==> src/rtl/serial_subtractor_pkg.sv <==
// Shared definitions for the bit-serial subtractor: FSM state encoding.
package serial_subtractor_pkg;

    typedef enum logic [1:0] {
        ST_IDLE = 2'd0,
        ST_RUN  = 2'd1,
        ST_DONE = 2'd2
    } state_e;

endpackage

==> src/rtl/serial_subtractor_fa.sv <==
// Gate-level full-adder cell: the one sum/carry slice reused every bit-time.
module serial_subtractor_fa (
    input  logic a_i,
    input  logic b_i,
    input  logic c_i,
    output logic sum_o,
    output logic cout_o
);

    logic ab_x;
    logic ab_a;
    logic cx_a;

    // Classic two half-adders plus an OR for the carry.
    assign ab_x   = a_i ^ b_i;
    assign ab_a   = a_i & b_i;
    assign cx_a   = ab_x & c_i;
    assign sum_o  = ab_x ^ c_i;
    assign cout_o = ab_a | cx_a;

endmodule

==> src/rtl/serial_subtractor.sv <==
// Bit-serial a - b, LSB first, computed as a + ~b + 1 through one full-adder
// cell and a registered carry. Results are latched as the MSB bit is produced,
// so diff/borrow/overflow are already valid during the done cycle.
module serial_subtractor
    import serial_subtractor_pkg::*;
#(
    parameter int WIDTH = 8
) (
    input  logic             clk,
    input  logic             reset,
    input  logic             start,
    input  logic [WIDTH-1:0] a,
    input  logic [WIDTH-1:0] b,
    output logic             busy,
    output logic             done,
    output logic [WIDTH-1:0] diff,
    output logic             borrow,
    output logic             overflow
);

    localparam int CW = $clog2(WIDTH);
    localparam logic [CW-1:0] CNT_LAST = CW'(WIDTH - 1);

    state_e           state_q,  state_d;
    logic [WIDTH-1:0] a_sh_q,   a_sh_d;
    logic [WIDTH-1:0] b_sh_q,   b_sh_d;
    logic [WIDTH-1:0] res_q,    res_d;
    logic             carry_q,  carry_d;
    logic [CW-1:0]    cnt_q,    cnt_d;
    logic [WIDTH-1:0] diff_q,   diff_d;
    logic             borrow_q, borrow_d;
    logic             ovf_q,    ovf_d;

    logic             fa_sum;
    logic             fa_cout;
    logic             load;

    serial_subtractor_fa u_fa (
        .a_i    (a_sh_q[0]),
        .b_i    (b_sh_q[0]),
        .c_i    (carry_q),
        .sum_o  (fa_sum),
        .cout_o (fa_cout)
    );

    // Next-state, datapath shifts and handshake outputs.
    always_comb begin
        state_d  = state_q;
        a_sh_d   = a_sh_q;
        b_sh_d   = b_sh_q;
        res_d    = res_q;
        carry_d  = carry_q;
        cnt_d    = cnt_q;
        diff_d   = diff_q;
        borrow_d = borrow_q;
        ovf_d    = ovf_q;
        busy     = 1'b0;
        done     = 1'b0;
        load     = 1'b0;

        case (state_q)
            ST_IDLE: begin
                load = start;
            end
            ST_RUN: begin
                // start is deliberately ignored here: no restart, no queueing.
                busy    = 1'b1;
                a_sh_d  = a_sh_q >> 1;
                b_sh_d  = b_sh_q >> 1;
                res_d   = {fa_sum, res_q[WIDTH-1:1]};
                carry_d = fa_cout;
                if (cnt_q == '0) begin
                    // MSB cycle: carry_q is the carry into the MSB.
                    state_d  = ST_DONE;
                    diff_d   = {fa_sum, res_q[WIDTH-1:1]};
                    borrow_d = ~fa_cout;
                    ovf_d    = carry_q ^ fa_cout;
                end else begin
                    cnt_d = cnt_q - 1'b1;
                end
            end
            ST_DONE: begin
                done    = 1'b1;
                state_d = ST_IDLE;
                load    = start;
            end
            default: state_d = ST_IDLE;
        endcase

        // Accepted start: invert b and seed carry=1 to form the two's complement.
        if (load) begin
            state_d = ST_RUN;
            a_sh_d  = a;
            b_sh_d  = ~b;
            carry_d = 1'b1;
            cnt_d   = CNT_LAST;
        end
    end

    // State and datapath registers; reset discards any partial result.
    always_ff @(posedge clk) begin
        if (reset) begin
            state_q  <= ST_IDLE;
            a_sh_q   <= '0;
            b_sh_q   <= '0;
            res_q    <= '0;
            carry_q  <= 1'b0;
            cnt_q    <= '0;
            diff_q   <= '0;
            borrow_q <= 1'b0;
            ovf_q    <= 1'b0;
        end else begin
            state_q  <= state_d;
            a_sh_q   <= a_sh_d;
            b_sh_q   <= b_sh_d;
            res_q    <= res_d;
            carry_q  <= carry_d;
            cnt_q    <= cnt_d;
            diff_q   <= diff_d;
            borrow_q <= borrow_d;
            ovf_q    <= ovf_d;
        end
    end

    assign diff     = diff_q;
    assign borrow   = borrow_q;
    assign overflow = ovf_q;

endmodule
==> config.mk <==
export PLATFORM = sky130hd
export DESIGN_NAME = serial_subtractor
export DESIGN_NICKNAME = d
export VERILOG_FILES = /design/src/rtl/serial_subtractor_pkg.sv /design/src/rtl/serial_subtractor_fa.sv /design/src/rtl/serial_subtractor.sv
export SDC_FILE = /design/constraint.sdc
export NUM_CORES = 1
export LEC_CHECK = 0
export CELL_PAD_IN_SITES_DETAIL_PLACEMENT = 0
export CELL_PAD_IN_SITES_GLOBAL_PLACEMENT = 1
export CORE_MARGIN = 4
export CORE_UTILIZATION = 39
export CTS_BUF_LIST = sky130_fd_sc_hd__clkbuf_8
export DETAILED_ROUTE_END_ITERATION = 8
export PLACE_DENSITY_LB_ADDON = 0.2
export SLEW_MARGIN = 30
export SYNTH_ARGS = -nofsm -noshare
export SYNTH_HDL_FRONTEND = slang
export SYNTH_SLANG_ARGS = --single-unit
==> constraint.sdc <==
create_clock -name clk -period 1.7 [get_ports clk]
set_input_delay 0.51 -clock clk [delete_from_list [all_inputs] [get_ports clk]]
set_output_delay 0.51 -clock clk [all_outputs]
set_load 0.02 [all_outputs]
======== Word-level counts from Yosys, hierarchy flattened ========
Index checks and enable logic that the tools add are counted.
cells by class
  reductions and logical operators ........ 9
  equal/unequal tests ..................... 6
  shifts and indexed selects .............. 0
  bitwise gates (word level) .............. 9
  multipliers ............................. 0
  multiplexer cells ....................... 15
  $add $sub $neg .......................... 1
  div/mod/pow operators ................... 0
  magnitude comparators ................... 0
operators by type and width
  cell                                               count
  2-to-1 mux 8 bit                                   4
  2-to-1 mux 3 bit                                   3
  NOT 8 bit                                          1
  AND reduction 2 bit                                4
  2-to-1 mux 1 bit                                   6
  inequality test 2 bit (second input constant)      3
  one-hot mux 2 bit (2 select lines)                 1
  OR reduction 2 bit                                 2
  zero test 3 bit                                    1
  inequality test 3 bit (second input constant)      1
  subtractor 3 x 1 -> 3 bit (second input constant)  1
  XOR 1 bit                                          3
  bitwise AND 1 bit                                  2
  == test 2 x 1 -> 1 bit (second input constant)     1
  == test 2 bit (second input constant)              1
  zero test 2 bit                                    1
  2-to-1 mux 2 bit                                   1
  NOT 1 bit                                          2
  nonzero test 2 bit                                 1
  bitwise OR 1 bit                                   1
word-level totals
  latch bits .............................. 0
  bits in read-only memories .............. 0
  memories ................................ 0
  output and inout port bits .............. 12
  register bits after elaboration ......... 40
  RAM bits ................................ 0
  word-level logic and storage cells ...... 50

======== Logic depth before layout (Yosys ltp) ========
  depth in word-level cells ............... 5
  depth in mapped cells ................... 7

======== Hierarchy ========
Synthesis repeated with hierarchy kept, for this count alone.
unflattened totals
  cells, all modules ...................... 185
  area, all modules ....................... 1,566.5 um2
modules (own cells, without submodules)
  module                area an instance (um2)  cells each  instances
  serial_subtractor     1,546.5                 184         1
  serial_subtractor_fa  20.0                    1           1

======== Worst setup path before layout ========
Ideal clock, no wire load.
  kind .................................... flip-flop to output port
  from .................................... register state_q[1]
  to ...................................... output busy
  data arrival time ....................... 0.902 ns
  buffers on the path ..................... 3
  setup slack ............................. 0.288 ns
  data required time ...................... 1.190 ns
  stages on the path, launching flop included .. 6
  path through ............................ dfxtp_1 > nand2b_1 > buf_6 > inv_2 > buf_6 > buf_4
between the ends
  longest elaborated chain between the ends .. 2
RTL lines
  item                    line                      source
  start, declared         serial_subtractor.sv:24   state_e state_q, state_d;
  start signal, assigned  serial_subtractor.sv:113  state_q <= state_d;
  == test 2 x 1 -> 1 bit  serial_subtractor.sv:61   case (state_q)
  2-to-1 mux 1 bit        serial_subtractor.sv:61
  end, declared           serial_subtractor.sv:14   output logic busy,
No other way between the ends.

======== Worst setup path in the final report ========
  from .................................... register state_q[0]
  to ...................................... output done
between the ends
  longest elaborated chain between the ends .. 2
RTL lines
  item              line                     source
  == test 2 bit     serial_subtractor.sv:61
  2-to-1 mux 1 bit  serial_subtractor.sv:61
  end, declared     serial_subtractor.sv:15  output logic done,
No other way between the ends.

==> flow_summary.yaml <==
final_layout:
  n_antenna_cell: 0
  final_area_sq_um: 2020
  areaGrowthSynthToFinish_pct: 26.9
  fill_cells: 352
  drive_gt1_frac: 0.0884
  final_cells: 263
  utilization: 0.532
  final_nets: 236
place:
  dp_cells: 255
  numPortBuffers: 30
  routabilityCongestion: 0.725
  placed_area_sq_um: 1940
  hpwl_um: 2210
status:
  status: "finished, final reports clean"
floorplanning:
  die_h_um: 71.9
  core_sq_um: 3800
  die_w_um: 71.9
  rows: 22
  io_pins: 31
  die_area_sq_um: 5170
  initial_core_util: 0.419
clocking:
  clock-sinks: 39
  htree_levels: 2
  root_buffer: "clkbuf_8"
  worstSkewPairLatency_ns: 0.28
  cts_tree: "done"
  post_cts_buffers: 0
  cts_buffers: 5
  cts_buffer_depth: 2
  clk_pin_slew_ns: 0.07
critical_path:
  reg2reg_to: "cnt_q[2]"
  slowest_stage: "dfxtp_1"
  slowest_delay_ns: 0.35
  worstSetupEndpointType: "output pin"
  r2r_cells: 4
  crit_required_ns: 1.19
  arrival_ns: 1.12
  path_class: "reg2out"
  r2r_start: "cnt_q[0]"
  regToRegSetupSlack_ns: 0.29
  cp_max_fo: 3
  crit_path_start_kind: "flip-flop"
  cp_cell_sequence: "and2b_1 > dlygate4sd2_1"
synthesis:
  syn-num-nets: 207
  syn_inst: 185
  async_reset_ff_frac: 0
  yosysUniqueCellTypes: 31
  synthTopCellsByArea: "dfxtp_1, nand2_1, a21oi_1"
  yosysTopAreaCell: "dfxtp_1"
  synthFlopType: "dfxtp_1"
  yosys_register_bits: 39
  synth_common_cells: "dfxtp_1, nand2_1, a21oi_1, nor3_1"
  yosysTopAreaCellShare: 0.490
  yosys_warnings: 0
  netlist_area_sq_um: 1590
  yosysSeqAreaShare: 0.490
  syn_area_per_cell_sq_um: 8.61
  synth-edff-count: 0
detailed_routing:
  drc: 0
  drt-pass1-iter-count: 4
  vias: 1328
  drt-vias-per-instance: 5.05
  post_drt_wl_per_cell_um: 12.6
  drtIter0Drc: 90
  totalWireLength_um: 3320
  route.antenna.remaining_nets: 0
grt:
  grt_max_degree: 40
  antenna_found_initial: 0
  grt.total_usage: 0.139
  grt_pass1_vias: 1317
  grt_pass1_wl_um: 5690
  overflow: 0
power:
  power.leakage_uw: 0.000786
  ir_worst_vdd_uv: 522
  p_total_uw: 2000
  p_per_area_nw_per_um2: 989
worst_hold_path:
  hp-class: "reg2reg"
  holdPathEnd: "diff[6]"
  hold_start: "diff[6]"
  min_path_cells: 2
sta:
  rsz0062_at_grt: "no"
  holdWs_ns: 0.453
  slew_headroom: 0.778
  period_needed_ns: 1.63
  max_slew.worst_pin.slew_ns: 0.333
  finalSetupViolations: 0
  fmax_ghz: 0.612
  final_hold_viol_count: 0
  drv_slew: 0
  fin_crit_sh: 0.961
  skew_ns: 0.00642
job:
  maxCapViolCount: 0
## power by group
group	switching (uW)	internal [uW]	leakage [uW]
Combinational	178	154	0.000411
Clock	296	364	0.0000557
Sequential	34.2	973	0.000319
## sequential cells by signal (all words and copies together) (netlist names)
name / flops
overflow: 1
b_sh_q: 8
a_sh_q: 8
res_q: 7
carry_q: 1
state_q: 2
diff: 8
borrow: 1
cnt_q: 3
## worst max-delay path: cells and delay by family, from the launching register on
family	cells	cell delay (ns)
buffers and inverters	1	0.31
and+or+nand+nor	1	0.18
DFF	1	0.35
## through the flow
stage          setup WS (ns)  setup TNS [ns]
6_report              0.0669               0
2_1_floorplan          0.288               0
3_5_place_dp          -0.115          -0.670
3_3_place_gp         -0.0682          -0.367
5_1_grt               0.0152               0
4_1_cts               0.0154               0
## cell type report
type,instances,area (sq um),area share
clock buffer,7,96.3,0.0476
clock inverter,1,3.75,0.00186
inverter,7,26.3,0.0130
multi-input combinational,124,696,0.344
sequential,39,781,0.386
tap,48,60.1,0.0297
timing repair buffer,37,359,0.178
## cells in the final DEF (no fill, tap or decap)
master	instances
inv_2	1
a211oi_1	4
nand2b_1	4
fa_1	1
and4bb_2	1
nor3_1	9
nor2_1	7
buf_12	2
a311oi_1	4
clkbuf_2	1
inv_1	7
nand4bb_1	1
xnor2_1	1
a2111oi_2	1
clkbuf_8	7
ha_1	2
buf_4	5
a2bb2oi_1	4
o21ai_0	1
or4_1	1
nand3_1	7
dlygate4sd2_1	11
nand2_1	39
a21oi_1	24
and2b_1	2
a31oi_1	3
a21o_1	2
mux2_2	1
dfxtp_1	39
a22oi_1	1
o22ai_1	4
clkdlybuf4s50_1	18
## timing repair
action                                  in CTS  in global routing
hold buffers                                 0                  0
endpoints found under the setup margin      12                  1
resized for setup                           12                  2
## how the worst max path moves through the flow
| stage | end | startpoint | slack, ns | cells after the start |
|---|---|---|---|---|
| after detailed placement | a_sh_q[4] | start | -0.12 | 5 |
| after global routing | done | state_q[0] | 0.02 | 2 |
| after floorplan | busy | state_q[1] | 0.29 | 5 |
| after CTS | busy | state_q[1] | 0.02 | 3 |
| final | done | state_q[0] | 0.07 | 2 |
| after global placement | a_sh_q[0] | start | -0.07 | 5 |
## per-layer routing
layer / track usage / vias to the layer above / wire [um]
met5: 0 / - / 0
met3: 0.0596 / 6 / 217
met2: 0.216 / 39 / 1500
li1: - / 694 / -
met1: 0.174 / 589 / 1560
met4: 0.0418 / 0 / 39
## cell families after synthesis
family	synth area share
AO/OA/AOI/OAI	0.192
multiplexers	0.00707
adder cells (fa/ha/maj)	0.0283
AND/OR/NAND/NOR	0.203
buffers and inverters	0.0730
flip-flops	0.490
XOR/XNOR	0.00550
Power figures use the tool's default switching activity.
